**config.mk**
```make
export PLATFORM = sky130hd
export DESIGN_NAME = vga_arbiter
export DESIGN_NICKNAME = d
export VERILOG_FILES = /design/src/rtl/vga_pkg.sv /design/src/rtl/vga_pace_timer.sv /design/src/rtl/vga_arbiter.sv
export SDC_FILE = /design/constraint.sdc
export NUM_CORES = 1
export LEC_CHECK = 0
export BUFFER_PORTS_ARGS = -buffer_cell sky130_fd_sc_hd__buf_2
export CORE_MARGIN = 5
export CORE_UTILIZATION = 48
export CTS_CLUSTER_DIAMETER = 50
export DETAILED_ROUTE_END_ITERATION = 16
export GPL_TIMING_DRIVEN = 0
export PLACE_DENSITY_LB_ADDON = 0.15
export SYNTH_ARGS = -nofsm -noshare
export SYNTH_HDL_FRONTEND = slang
export SYNTH_SLANG_ARGS = --single-unit
export TNS_END_PERCENT = 100
```
**constraint.sdc**
```tcl
create_clock -name clock -period 5.17 [get_ports clock]
set_input_delay 1.034 -clock clock [delete_from_list [all_inputs] [get_ports clock]]
set_output_delay 1.034 -clock clock [all_outputs]
set_load 0.02 [all_outputs]
```
**src/rtl/vga_pkg.sv**
```systemverilog
// vga_pkg: shared widths, requester indices and arbiter state encoding for the VGA write-port arbiter
package vga_pkg;
  localparam int VGA_X_W = 8;
  localparam int VGA_Y_W = 7;
  localparam int VGA_C_W = 3;
  localparam int REQ_GRID = 0;
  localparam int REQ_PLAYER = 1;
  localparam int REQ_RENDER = 2;
  typedef enum logic [1:0] {IDLE, ARB, OWN, RELEASE} arb_state_e;
endpackage

```
**src/rtl/vga_pace_timer.sv**
```systemverilog
// vga_pace_timer: saturating down-counter that spaces accepted pixels; zero flag means a pixel may be taken
module vga_pace_timer #(
  parameter logic [15:0] LOAD_VAL = 16'd3
) (
  input  logic clock,
  input  logic resetn,
  input  logic load,
  output logic zero
);
  logic [15:0] cnt_q, cnt_d;
  // reload on every accepted pixel, otherwise count down and stick at zero
  always_comb cnt_d = load ? LOAD_VAL : (cnt_q == 16'd0 ? 16'd0 : cnt_q - 16'd1);
  // counter register
  always_ff @(posedge clock or negedge resetn) begin
    if (!resetn) cnt_q <= '0;
    else cnt_q <= cnt_d;
  end
  assign zero = cnt_q == 16'd0;
endmodule

```
**src/rtl/vga_arbiter.sv**
```systemverilog
// vga_arbiter: round-robin, burst-locked owner of the VGA adapter write port (pixel pacing under VGA_ARB_PACE_EN)
module vga_arbiter
  import vga_pkg::*;
#(
  parameter int          N_REQ = 3,
  parameter logic [15:0] PACE  = 16'd4
) (
  input  logic                       clock,
  input  logic                       resetn,
  input  logic [N_REQ-1:0]           req,
  output logic [N_REQ-1:0]           gnt,
  input  logic [VGA_X_W*N_REQ-1:0]   req_x,
  input  logic [VGA_Y_W*N_REQ-1:0]   req_y,
  input  logic [VGA_C_W*N_REQ-1:0]   req_colour,
  input  logic [N_REQ-1:0]           req_write,
  output logic [N_REQ-1:0]           req_ready,
  output logic [VGA_X_W-1:0]         vga_x,
  output logic [VGA_Y_W-1:0]         vga_y,
  output logic [VGA_C_W-1:0]         vga_colour,
  output logic                       vga_write,
  output logic                       busy
);
  localparam int IW = N_REQ > 1 ? $clog2(N_REQ) : 1;
  arb_state_e state_q;
  logic [N_REQ-1:0] gnt_q;
  logic [IW-1:0] rr_q, own_q, own_nx, win, idx;
  logic found, acc, pace_zero;
  logic [VGA_X_W-1:0] vga_x_q;
  logic [VGA_Y_W-1:0] vga_y_q;
  logic [VGA_C_W-1:0] vga_colour_q;
  logic vga_write_q;
  // round-robin search: first requester at or after rr_q, wrapping modulo N_REQ
  always_comb begin
    win = rr_q;
    idx = rr_q;
    found = 1'b0;
    for (int k = 0; k < N_REQ; k++) begin
      idx = IW'((int'(rr_q) + k) % N_REQ);
      if (!found && req[idx]) begin
        win = idx;
        found = 1'b1;
      end
    end
  end
  assign own_nx = own_q == IW'(N_REQ - 1) ? '0 : own_q + 1'b1;
  assign req_ready = (state_q == OWN && pace_zero) ? (gnt_q & req) : '0;
  assign acc = |(req_ready & req_write);
  // arbitration FSM: grant is latched in ARB and held until the owner lets go of req
  always_ff @(posedge clock or negedge resetn) begin
    if (!resetn) begin
      state_q <= IDLE;
      gnt_q <= '0;
      rr_q <= '0;
      own_q <= '0;
    end else begin
      case (state_q)
        IDLE: state_q <= |req ? ARB : IDLE;
        ARB: begin
          gnt_q <= found ? N_REQ'(1) << win : '0;
          own_q <= win;
          state_q <= found ? OWN : IDLE;
        end
        OWN: if (!req[own_q]) begin
          gnt_q <= '0;
          state_q <= RELEASE;
        end
        RELEASE: begin
          rr_q <= own_nx;
          state_q <= IDLE;
        end
        default: state_q <= IDLE;
      endcase
    end
  end
  // registered VGA port: capture the owner's pixel one cycle after acceptance, hold otherwise
  always_ff @(posedge clock or negedge resetn) begin
    if (!resetn) begin
      vga_x_q <= '0;
      vga_y_q <= '0;
      vga_colour_q <= '0;
      vga_write_q <= 1'b0;
    end else begin
      vga_write_q <= acc;
      if (acc) begin
        vga_x_q <= req_x[own_q*VGA_X_W +: VGA_X_W];
        vga_y_q <= req_y[own_q*VGA_Y_W +: VGA_Y_W];
        vga_colour_q <= req_colour[own_q*VGA_C_W +: VGA_C_W];
      end
    end
  end
`ifdef VGA_ARB_PACE_EN
  localparam logic [15:0] PACE_LD = PACE <= 16'd1 ? 16'd0 : PACE - 16'd1;
  vga_pace_timer #(.LOAD_VAL(PACE_LD)) u_pace (
    .clock (clock),
    .resetn(resetn),
    .load  (acc),
    .zero  (pace_zero)
  );
`else
  assign pace_zero = 1'b1;
`endif
  assign gnt = gnt_q;
  assign vga_x = vga_x_q;
  assign vga_y = vga_y_q;
  assign vga_colour = vga_colour_q;
  assign vga_write = vga_write_q;
  assign busy = state_q != IDLE;
endmodule
```
### After elaboration in Yosys (flattened, before gate mapping)

Cells that the tools add are included.

| word-level totals | value |
|---|---|
| register bits after elaboration | 28 |
| latch bits | 0 |
| bits in writable memories | 0 |
| bits in read-only memories | 0 |
| bits of input ports | 62 |
| memories | 0 |

| operators by class | value |
|---|---|
| add/subtract/negate cells | 3 |
| multiply operators | 2 |
| div/mod/pow operators | 3 |
| order comparisons | 4 |
| equality and inequality tests | 5 |
| shift operators | 4 |
| muxes and demuxes | 23 |
| bitwise operators | 2 |
| reductions and logical operators | 10 |

Operators by type and width:

| cell | number |
|---|---|
| $mod 32x3->32 const B | 2 |
| $mod 3x3->32 const B | 1 |
| $shiftx 24x6->8 | 1 |
| $shiftx 21x6->7 | 1 |
| $lt 2x3->1 const B | 4 |
| $mux 2 | 6 |
| $mux 3 | 3 |
| $shiftx 9x5->3 | 1 |
| $bmux 1 s2 | 4 |
| $mux 1 | 8 |
| $pmux 2 s4 | 1 |
| $and 3x3->3 | 2 |
| $eq 2x2->1 const B | 3 |
| $pmux 3 s2 | 1 |
| $reduce_or 3->1 | 2 |
| $mul 2x3->5 const B | 1 |
| $mul 2x2->4 const B | 1 |
| $reduce_bool 2->1 | 2 |
| $add 2x1->3 const B | 1 |
| $add 2x2->3 const B | 1 |
| $shl 1x2->3 const A | 1 |
| $add 2x1->2 const B | 1 |
| $eq 2x1->1 const B | 1 |
| $logic_and 1x1->1 | 2 |
| 4 further kinds | 5 |

### Depth between registers and ports, before layout

Gate-level depths: netlist of the first run.

| logic depth | value |
|---|---|
| depth in word-level cells | 13 |
| depth in mapped cells | 9 |

### Worst setup path after synthesis of the first run

OpenSTA, ideal clock, no wires.

| path | value |
|---|---|
| kind | input -> output |
| from | in req[0] |
| to | out req_ready[0] |
| data arrival time | 1291 ps |
| path slack | 2845 ps |
| stages on the path | 1 |
| buffers on the path | 0 |
| cells stage by stage | and3_1 |

| between the ends | value |
|---|---|
| word-level cells in the longest chain between the ends | 2 |

RTL lines:

| item | RTL line | source |
|---|---|---|
| from (decl) | vga_arbiter.sv:10 | `input logic [N_REQ-1:0] req,` |
| $and 3x3->3 | vga_arbiter.sv:46 | `assign req_ready = (state_q == OWN && pace_zero) ? (gnt_q & req) : '0;` |
| $mux 3 | vga_arbiter.sv:46 |  |
| to (decl) | vga_arbiter.sv:16 | `output logic [N_REQ-1:0] req_ready,` |

No other way between the ends.

### Final worst setup path of the first run

| path | value |
|---|---|
| from | in req[2] |
| to | out req_ready[2] |

Same word-level chain as after synthesis.

==> metrics.md, run 1 <==
| Metric | Value |
|---|---|
| Max-slew headroom | between 50% and 60% |
| Clock tree root driver cell | clkbuf_4 |
| Mux contribution to synthesized area | between 10% and 20% |
| Top-count cell post-synth | nor2_1 |
| DRC violations left | 0 |
| Area contributors post-synth | dfrtp_1 42%, mux2i_1 13%, a21oi_1 11%, nor2_1 9.1%, nand2_1 3.2% |
| Hold path start | gnt[1] |
| Leakage | ~1.1 nW |
| Vias | roughly 1.7k |
| Fmax | around 400 MHz |
| Number of diodes | 0 |
| R2r endpoint | gnt[2] |
| Total CTS buffers | 3 |
| Post-CTS setup buffers | 0 |
| Die H | roughly 70 µm |
| Critical path's top delay family | buffers and inverters |
| GRT overflow | 0 |
| Nets | between 300 and 400 |
| Worst Path Buf+Inv | 2 |
| CP peak stage delay | 0.18 ns |
| # IOs | between 80 and 90 |
| Cells after synthesis | 190 |
| Dpl cell area | 0.002143 mm² |
| Power per Cell Area | approximately 570 mW/mm² |
| Post-Syn Nets | ~260 |
| Largest net degree at the start of global routing | 29 |
| First-pass GRT wire length | just under 7 mm |
| CP Cell Sequence | buf_2 > and3_1 > buf_2 |
| Clk slew on worst S/H paths | about 0.15 ns |
| Initial drt markers | 77 |
| # port buffers | 87 |
| Crit Path Class | primary input to primary output |
| Detail Placement HPWL | about 3.5 mm |
| Crit path top cell by count | buf_2 |
| Top cells by count, synth | 40 x nor2_1, 36 x a21oi_1, 28 x dfrtp_1 |
| Post-synthesis compound-gate area fraction | a little under a fifth |
| GRT Max-Usage Layer | met2 |
| Area of the mapped netlist | between 0.0015 and 0.002 mm² |
| WHS Path Cells | 2 |
| Slew @ Worst Pin | around 0.6 ns |
| Hold EP | gnt[1] |
| Yosys top cell area share | about 42% |
| Post-CTS sizing | 0 |
| Synth Area in Simple Gates | between 10% and 20% |
| Final period utilization | around 50% |
| Tot GR Track Use | a little under a fifth |
| EDFF count, synth | 0 |
| Synthesis-stage register bit count | 28 |
| Final hold violation count | 0 |
| Clock skew | 0.003817 ns |
| Met1 usage | between 20% and 30% |
| Area growth syn-to-layout | 32.07% |
| Worst r2r src | rr_q[0] |
| # clock sinks | 28 |
| Minimum clock period | 2.570 ns |
| Routed wire length | between 4 and 5 mm |
| Final Cell Area | approximately 0.0022 mm² |
| Setup TNS | 0 ns |
| CTS tree | built |
| Hold Buf Count CTS | 0 |
| Worst skew pair latency | about 0.32 ns |
| Number of global-route vias before repair | approximately 1.5k |
| Async set-reset flop share out of synthesis | 100.0% |
| Sequential fraction of the synthesis area | 42.46% |
| Unrepaired setup endpoints after global routing | false |
| Largest family of logic cells by synthesized area | compound AO/OA/AOI/OAI gates |
| Post-DRT Antenna Nets | 0 |
| Final Util | 65.32% |
| Distinct cells, synth | 28 |
| Synth Area per Inst | between 8 and 9 µm² |
| Crit start category | primary input |
| Drt via density | about 5.1 |
| Outcome | finished clean |
| Max-cap violations | 0 |
| Starting Density | approximately 49% |
| Die area | between 0.004 and 0.005 mm² |
| Critical-path top delay cell | and3_1 |
| Fill count | 319 |
| Largest area contributor in the netlist | dfrtp_1 |
| Post-Synth XOR/XNOR Area | 0% |
| DRT Pass-1 Iters | 4 |
| Final setup viols | 0 |
| Layout cell share with drive strength beyond 1 | a little under two fifths |
| R2R setup slack | 2.94 ns |
| WL/cell | 13.38 µm |
| Worst EP arrival | 1.54 ns |
| Setup crit end kind | primary output |
| Global-route track usage on met2 | 29.56% |
| Initial antenna violation count | 0 |
| Main synth FF type | dfrtp_1 |
| Max IR drop VDD | ~0.27 mV |
| Die width | 68.64 µm |
| Critical Path RT | about 4.1 ns |
| CORE AREA | about 0.0033 mm² |
| Placer congestion estimate | ~0.77 |
| Total number of yosys warnings | 0 |
| Total Power | around 0.0012 W |
| Critical Path Fanout Max | 7 |
| Synth Area in Adders | 2.274% |
| Min-delay worst type | flip-flop to flip-flop |
| R2R depth | 9 |
| Slew Limit Fails | 0 |
| FP Rows | 21 |
| H-tree depth | 1 |
| Met3 usage | under 10% |
| Clock buffer depth | 2 |
## cells by family after synthesis
group / after synthesis
buffers and inverters: 14
muxes: 23
DFF: 28
and+or+nand+nor: 69
AOI/OAI and AO/OA: 53
adders and majority gates: 3
## report_power, final
part	switching, W	internal [W]	leakage [nW]
logic	0.000452	0.000304	0.755
clock network	0.0000633	0.0000431	0.0210
registers	0.0000645	0.000321	0.337
total	0.000579	0.000668	1.11
## final cells by class
type / count / area (µm²) / share of cell area (%)
plain buffers: 11 / 56.30 / 2.583
clock buffers: 4 / 36.28 / 1.665
inverters: 3 / 11.26 / 0.5166
multi-input cells: 148 / 882.1 / 40.47
flip-flops and latches: 28 / 700.7 / 32.15
well taps: 46 / 57.56 / 2.641
repair buffers: 87 / 435.4 / 19.98
## metrics by stage
stage | instances | worst slack, ns | hold slack [ns]
after floorplan | 190 | 2.845 | 0.4747
after detailed placement | 323 | 2.598 | 0.5071
after CTS | 327 | 2.597 | 0.5415
final | 327 | 2.600 | 0.5299
after global routing | 327 | 2.572 | 0.5545
after global placement | 323 | 2.601 | 0.4768
## worst reg2reg max path: cells and delay by family, from the launching register on
family                     cells  cell delay, ns
and+or+nand+nor                1            0.09
AOI/OAI and AO/OA              4            0.97
adders and majority gates      1            0.30
DFF                            1            0.45
muxes                          1            0.12
buffers and inverters          2            0.21
## cells in the final DEF (no fill, tap or decap), drive strengths merged
master and count:
nand2b 2, o31ai 2, buf 94, o21a 2
nor3 3, mux2i 22, nor4 1, mux2 1
and3 3, nand3 1, inv 3, o21ai 7
ha 3, clkbuf 8, a211oi 1, a32o 2
o32ai 1, nand2 14, a21oi 36, dfrtp 28
nand3b 1, or2 1, nor2 40, and2b 1
nor2b 2, o22ai 2
## registers in the layout, summed over array words and instances (netlist names), named ones only
name / cells
state_q: 1
vga_y: 7
vga_write: 1
own_q: 2
vga_x: 8
gnt: 3
rr_q: 2
vga_colour: 3
## layer usage
layer / part of all wire [%] / wire length (µm)
met5: 0 / 0
met3: 9.5 / 417
met1: 43 / 1865
met4: 0.66 / 29
met2: 47 / 2061
## worst max-delay path by stage
stage | start | endpoint | depth (start not counted)
after global placement | req[2] | req_ready[2] | 3
after floorplan | req[0] | req_ready[0] | 1
after global routing | req[2] | req_ready[2] | 3
after CTS | req[2] | req_ready[2] | 3
after detailed placement | req[2] | req_ready[2] | 3
final | req[2] | req_ready[2] | 3
Power figures use the tool's default switching activity.
==> run 2, diff against run 1 <==
--- a/config.mk
+++ b/config.mk
@@ -7,7 +7,7 @@
 export LEC_CHECK = 0
 export BUFFER_PORTS_ARGS = -buffer_cell sky130_fd_sc_hd__buf_2
 export CORE_MARGIN = 5
-export CORE_UTILIZATION = 48
+export CORE_UTILIZATION = 45
 export CTS_CLUSTER_DIAMETER = 50
 export DETAILED_ROUTE_END_ITERATION = 16
 export GPL_TIMING_DRIVEN = 0
==> constraint.sdc (replaced) <==
create_clock -name clock -period 2.6 [get_ports clock]
set_input_delay 0.52 -clock clock [delete_from_list [all_inputs] [get_ports clock]]
set_output_delay 0.52 -clock clock [all_outputs]
set_load 0.02 [all_outputs]
==> metrics.md, run 2 (same netlist as run 1, synthesis figures left out) <==
| Metric | Value |
|---|---|
| Slew Limit Fails | 0 (unchanged) |
| Number of diodes | 0 (unchanged) |
| Largest net degree at the start of global routing | 29 (unchanged) |
| Minimum clock period | roughly 2.2 ns |
| H-tree depth | 1 (unchanged) |
| Clock skew | 0.001398 ns (-0.002419 ns) |
| Clock tree root driver cell | clkbuf_8 |
| WL/cell | 12.90 µm (-3.6%) |
| R2R setup slack | 0.41 ns (-2.53 ns) |
| DRC violations left | 0 (unchanged) |
| Post-CTS sizing | 0 (unchanged) |
| Slew @ Worst Pin | 0.6279 ns (+0.02705 ns) |
| Area growth syn-to-layout | 32.52% |
| First-pass GRT wire length | 7.044 mm (+2.7%) |
| Total Power | 0.002487 W (+99%) |
| Crit Path Class | flip-flop to flip-flop |
| Placed Cells | 325 (+0.62%) |
| Final std cells w/o fill | 328 (+0.31%) |
| Starting Density | 45.77% (-3.7 points) |
| Clk slew on worst S/H paths | 0.09 ns (-0.06 ns) |
| # port buffers | 87 (unchanged) |
| Nets | 347 (unchanged) |
| Post-DRT Antenna Nets | 0 (unchanged) |
| FP Rows | 22 (+4.8%) |
| Die area | 0.004979 mm² (+5.7%) |
| R2r endpoint | gnt[0] |
| Detail Placement HPWL | 3.330 mm (-3.8%) |
| GRT overflow | 0 (unchanged) |
| Die H | 70.56 µm (+2.8%) |
| Commonest non-fill, non-tap cells in the layout | 93 x buf_2, 40 x nor2_1, 36 x a21oi_1 |
| Max-slew headroom | 58.14% (-1.8 points) |
| Final hold violation count | 0 (unchanged) |
| CTS tree | built |
| Hold Buf Count CTS | 0 (unchanged) |
| Setup TNS | 0 ns (unchanged) |
| DRT Pass-1 Iters | 4 (unchanged) |
| Critical Path RT | 2.76 ns (-1.38 ns) |
| Final period utilization | between 80% and 90% |
| Tot GR Track Use | 16.94% (-2.0 points) |
| Initial antenna violation count | 0 (unchanged) |
| Placer congestion estimate | 0.7712 (-0.28%) |
| Largest register FFs | 8 (unchanged) |
| Layout cell share with drive strength beyond 1 | 36.79% (-0.22 points) |
| Power per Cell Area | 1137 mW/mm² (+99%) |
| Outcome | finished clean |
| Leakage | 1.114 nW (about the same) |
| Dpl cell area | 0.002146 mm² (+0.12%) |
| Worst EP arrival | 2.35 ns (+0.81 ns) |
| Max-cap violations | 0 (unchanged) |
| Clock buffer depth | 2 (unchanged) |
| # IOs | 88 (unchanged) |
| Initial drt markers | 79 (+2.6%) |
| Setup crit end kind | flip-flop |
| Critical path origin | rr_q[0] |
| Total CTS buffers | 3 (unchanged) |
| Most common cell after layout, fill and taps aside | buf_2 |
| Final Cell Area | 0.002187 mm² (+0.34%) |
| Final Util | 60.65% (-4.7 points) |
| Min-delay worst type | primary input to async pin |
| Drt via density | 5.079 (-1.3%) |
| # clock sinks | 28 (unchanged) |
| Die width | 70.56 µm (+2.8%) |
| Fmax | 456.8 MHz |
| Worst skew pair latency | 0.26 ns (-0.06 ns) |
| CORE AREA | 0.003606 mm² (+8.1%) |
| Unrepaired setup endpoints after global routing | false |
| Crit start category | flip-flop |
| Routed wire length | 4.230 mm (-3.3%) |
| Critical Path Fanout Max | 7 (unchanged) |
| Number of global-route vias before repair | 1590 (+4.3%) |
| R2R depth | 9 (unchanged) |
| Worst r2r src | rr_q[0] |
| Final setup viols | 0 (unchanged) |
| Post-CTS setup buffers | 0 (unchanged) |
| Vias | 1666 (-0.95%) |
| Max IR drop VDD | 0.5022 mV (+85%) |
[run 2: cell count changes in the layout (fill, tap and decap cells not counted), sizes merged]
| cell | change |
|---|---|
| clkbuf | -1 |
[run 2: metrics by stage]
stage	setup slack, ns	hold WS, ns
finish	0.4108	0.2674
global route	0.2279	0.3040
CTS	0.4164	0.2815
detailed placement	0.4350	0.5000
global placement	0.4372	0.4838
floorplan	0.6301	0.2244
[run 2: layer usage]
layer / share of wire, % / up-vias / track usage, %
li1: - / 839 / -
met5: 0 / - / 0
met1: 43 / 775 / 22.61
met2: 49 / 50 / 28.17
met4: 0.40 / 0 / 3.132
met3: 7.3 / 2 / 4.403
[run 2: where the power goes]
| part | internal, W | switching [W] |
|---|---|---|
| combinational | 0.000604 | 0.000892 |
| clock | 0.000104 | 0.000123 |
| sequential | 0.000640 | 0.000125 |
[run 2: how the worst max path moves through the flow]
stage,end,slack (ns),cells past startpoint
4_1_cts,gnt[0],0.42,9
6_report,gnt[0],0.41,9
2_1_floorplan,gnt[0],0.63,9
3_5_place_dp,gnt[0],0.44,9
3_3_place_gp,gnt[0],0.44,9
5_1_grt,gnt[0],0.23,9
[run 2: area by class of cell]
class                           instances  area, µm²
Timing Repair Buffer                   87      435.4
Inverter                                3      11.26
Tap cell                               48      60.06
Buffer                                 11      56.30
Multi-Input combinational cell        148      882.1
Sequential cell                        28      700.7
Clock buffer                            3      41.29
Fill cell                             346       1419
[run 2: worst max-delay path, stage by stage, from the launching register on]
cell,delay [ns]
dfrtp_1,0.43
inv_1,0.06
ha_1,0.30
buf_6,0.14
mux2i_1,0.12
o22ai_2,0.21
nor3_1,0.08
o31ai_1,0.20
o21ai_0,0.23
a32o_1,0.30
==> run 3, diff against run 2 <==
--- a/config.mk
+++ b/config.mk
@@ -7,7 +7,7 @@
 export LEC_CHECK = 0
 export BUFFER_PORTS_ARGS = -buffer_cell sky130_fd_sc_hd__buf_2
 export CORE_MARGIN = 5
-export CORE_UTILIZATION = 45
+export CORE_UTILIZATION = 40
 export CTS_CLUSTER_DIAMETER = 50
 export DETAILED_ROUTE_END_ITERATION = 16
 export GPL_TIMING_DRIVEN = 0
==> constraint.sdc (replaced) <==
create_clock -name clock -period 2 [get_ports clock]
set_input_delay 0.4 -clock clock [delete_from_list [all_inputs] [get_ports clock]]
set_output_delay 0.4 -clock clock [all_outputs]
set_load 0.02 [all_outputs]
==> metrics.md, run 3 (same netlist as run 1, synthesis figures left out) <==
| Metric | Value |
|---|---|
| Detail Placement HPWL | 3.485 mm (+4.7%) |
| Number of diodes | 0 (unchanged) |
| Worst Path Buf+Inv | 0 (-2) |
| CORE AREA | 0.004000 mm² (+11%) |
| Area growth syn-to-layout | 41.77% |
| Worst slack at placement | -0.1744 ns (-0.6094 ns) |
| Post-DRT Antenna Nets | 0 (unchanged) |
| Critical-path top delay cell | dfrtp_2 |
| Max-cap violations | 0 (unchanged) |
| Worst skew pair latency | 0.29 ns (+0.03 ns) |
| Unrepaired setup endpoints after global routing | true |
| Starting Density | 41.26% (-4.5 points) |
| WL/cell | 13.94 µm (+8.1%) |
| Final setup viols | 1 (+1) |
| Die H | 74.23 µm (+5.2%) |
| FP Rows | 23 (+4.5%) |
| Final period utilization | 101.2% (+17 points) |
| GRT overflow | 0 (unchanged) |
| CP Cell Sequence | ha_4 > mux2i_2 > o22ai_2 > nor3_2 > o32ai_2 > o21ai_1 > a32o_1 |
| Violated checks | negative setup slack |
| Clock tree root driver cell | clkbuf_8 |
| Critical Path Fanout Max | 6 (-1) |
| Fill count | 407 (+18%) |
| Final Cell Area | 0.002340 mm² (+7.0%) |
| Largest net degree at the start of global routing | 29 (unchanged) |
| Total Power | 0.003721 W (+50%) |
| Final WS setup | -0.02363 ns (-0.4344 ns) |
| Outcome | complete, but fails checks |
| Largest register FFs | 8 (unchanged) |
| DRC violations left | 0 (unchanged) |
| First-pass GRT wire length | 7.541 mm (+7.1%) |
| Sw power | 0.001634 W (+43%) |
| CTS tree | built |
| Setup crit end kind | flip-flop |
| Worst EP arrival | 2.20 ns (-0.15 ns) |
| Layout cell share with drive strength beyond 1 | 42.21% (+5.4 points) |
| Fmax | 494.2 MHz (+8.2%) |
| Crit Path Class | flip-flop to flip-flop |
| Power per Cell Area | 1590 mW/mm² (+40%) |
| Total CTS buffers | 3 (unchanged) |
| Vias | 1712 (+2.8%) |
| Commonest non-fill, non-tap cells in the layout | 93 x buf_2, 40 x nor2_1, 36 x a21oi_1 |
| DRT Pass-1 Iters | 4 (unchanged) |
| Max IR drop VDD | 0.8556 mV (+70%) |
| Final std cells w/o fill | 339 (+3.4%) |
| CP peak stage delay | 0.47 ns (+0.04 ns) |
| Die area | 0.005510 mm² (+11%) |
| Max-slew headroom | 58.29% (+0.15 points) |
| Die width | 74.23 µm (+5.2%) |
| Min-delay worst type | primary input to async pin |
| Reg power frac | 26.8% (-3.9 points) |
| Nets | 355 (+2.3%) |
| Gate power share | 60.9% (+0.8 points) |
| Clk slew on worst S/H paths | 0.10 ns (about the same) |
| Routed wire length | 4.724 mm (+12%) |
| Placed Cells | 327 (+0.62%) |
| Most common cell after layout, fill and taps aside | buf_2 |
| # IOs | 88 (unchanged) |
| Tot GR Track Use | 17.30% (+0.37 points) |
| Minimum clock period | 2.024 ns (-0.1656 ns) |
| Drt via density | 5.050 (-0.57%) |
| Dpl cell area | 0.002148 mm² (+0.12%) |
| Clock skew | 0.007879 ns (+0.006481 ns) |
| Pint | 0.002087 W (+55%) |
| Switching share of power | 43.90% (-1.9 points) |
| # clock sinks | 28 (unchanged) |
| Critical Path RT | 2.18 ns (-0.58 ns) |
| Slew Limit Fails | 0 (unchanged) |
| # port buffers | 87 (unchanged) |
| Final hold violation count | 0 (unchanged) |
| Number of global-route vias before repair | 1694 (+6.5%) |
| Crit start category | flip-flop |
| Critical path's top delay family | compound AO/OA/AOI/OAI gates |
| H-tree depth | 1 (unchanged) |
| Initial drt markers | 44 (-44%) |
| Clock buffer depth | 2 (unchanged) |
| Initial antenna violation count | 0 (unchanged) |
| Leakage | 1.165 nW (+4.6%) |
| Placer congestion estimate | 0.8500 (+10%) |
| Slew @ Worst Pin | 0.6257 ns (-0.002217 ns) |
| Clock power frac | 12.3% (+3.2 points) |
## run 3: changes by cell type in the layout (fill, tap and decap cells not counted), sizes merged
cell,change
bufinv,+1
buf,+8
## run 3: path summary, 6_finish.rpt
| kind | from | slack (ns) | to | cells after the start |
|---|---|---|---|---|
| hold / removal | resetn | 0.12 | vga_y[3] | 1 |
| max in group asynchronous | resetn | 1.43 | rr_q[0] | 1 |
| setup / recovery | rr_q[1] | -0.02 | gnt[0] | 7 |
| hold reg to reg | gnt[0] | 0.52 | gnt[0] | 1 |
| setup reg to reg | rr_q[1] | -0.02 | gnt[0] | 7 |
| min in group clock | req_colour[5] | 0.40 | vga_colour[2] | 3 |
## run 3: layout make-up
cell class | instances | area (µm²) | area share [%]
timing repair buffer | 96 | 506.7 | 21.66
tap | 50 | 62.56 | 2.674
multi-input combinational | 148 | 939.7 | 40.16
clock inverter | 1 | 30.03 | 1.283
clock buffer | 3 | 41.29 | 1.765
sequential | 28 | 703.2 | 30.05
buffer | 10 | 45.04 | 1.925
inverter | 3 | 11.26 | 0.4813
## run 3: what timing repair did
action	CTS	global route
hold buffers	0	0
pin swaps	8	7
setup buffers	6	3
resized for setup	8	9
setup endpoints to repair	5	5
## run 3: layer usage
metal / vias up / GRT usage [%] / wire (µm)
li1: 861 / - / -
met1: 790 / 19.85 / 1913
met2: 56 / 32.87 / 2399
met3: 5 / 2.973 / 357
met4: 0 / 4.743 / 53
met5: - / 0 / 0
## run 3: power groups by stage
stage	logic (W)	clock network (W)	registers [W]
final	0.00227	0.000457	0.000998
after global routing	0.00250	0.000484	0.00104
after CTS	0.00217	0.000462	0.000989
after detailed placement	0.00199	0	0.000999
after global placement	0.00196	0	0.000995
after floorplan	0.00117	0	0.00125
## run 3: stage by stage
| stage | util, % | setup TNS (ns) | hold slack (ns) |
|---|---|---|---|
| 2_1_floorplan | - | 0 | 0.1044 |
| 3_3_place_gp | 53.71 | -0.3615 | 0.4531 |
| 3_5_place_dp | 53.71 | -0.4301 | 0.4581 |
| 4_1_cts | 57.46 | -0.3203 | 0.1446 |
| 5_1_grt | 58.49 | -0.3587 | 0.1674 |
| 6_report | 58.49 | -0.02363 | 0.1204 |
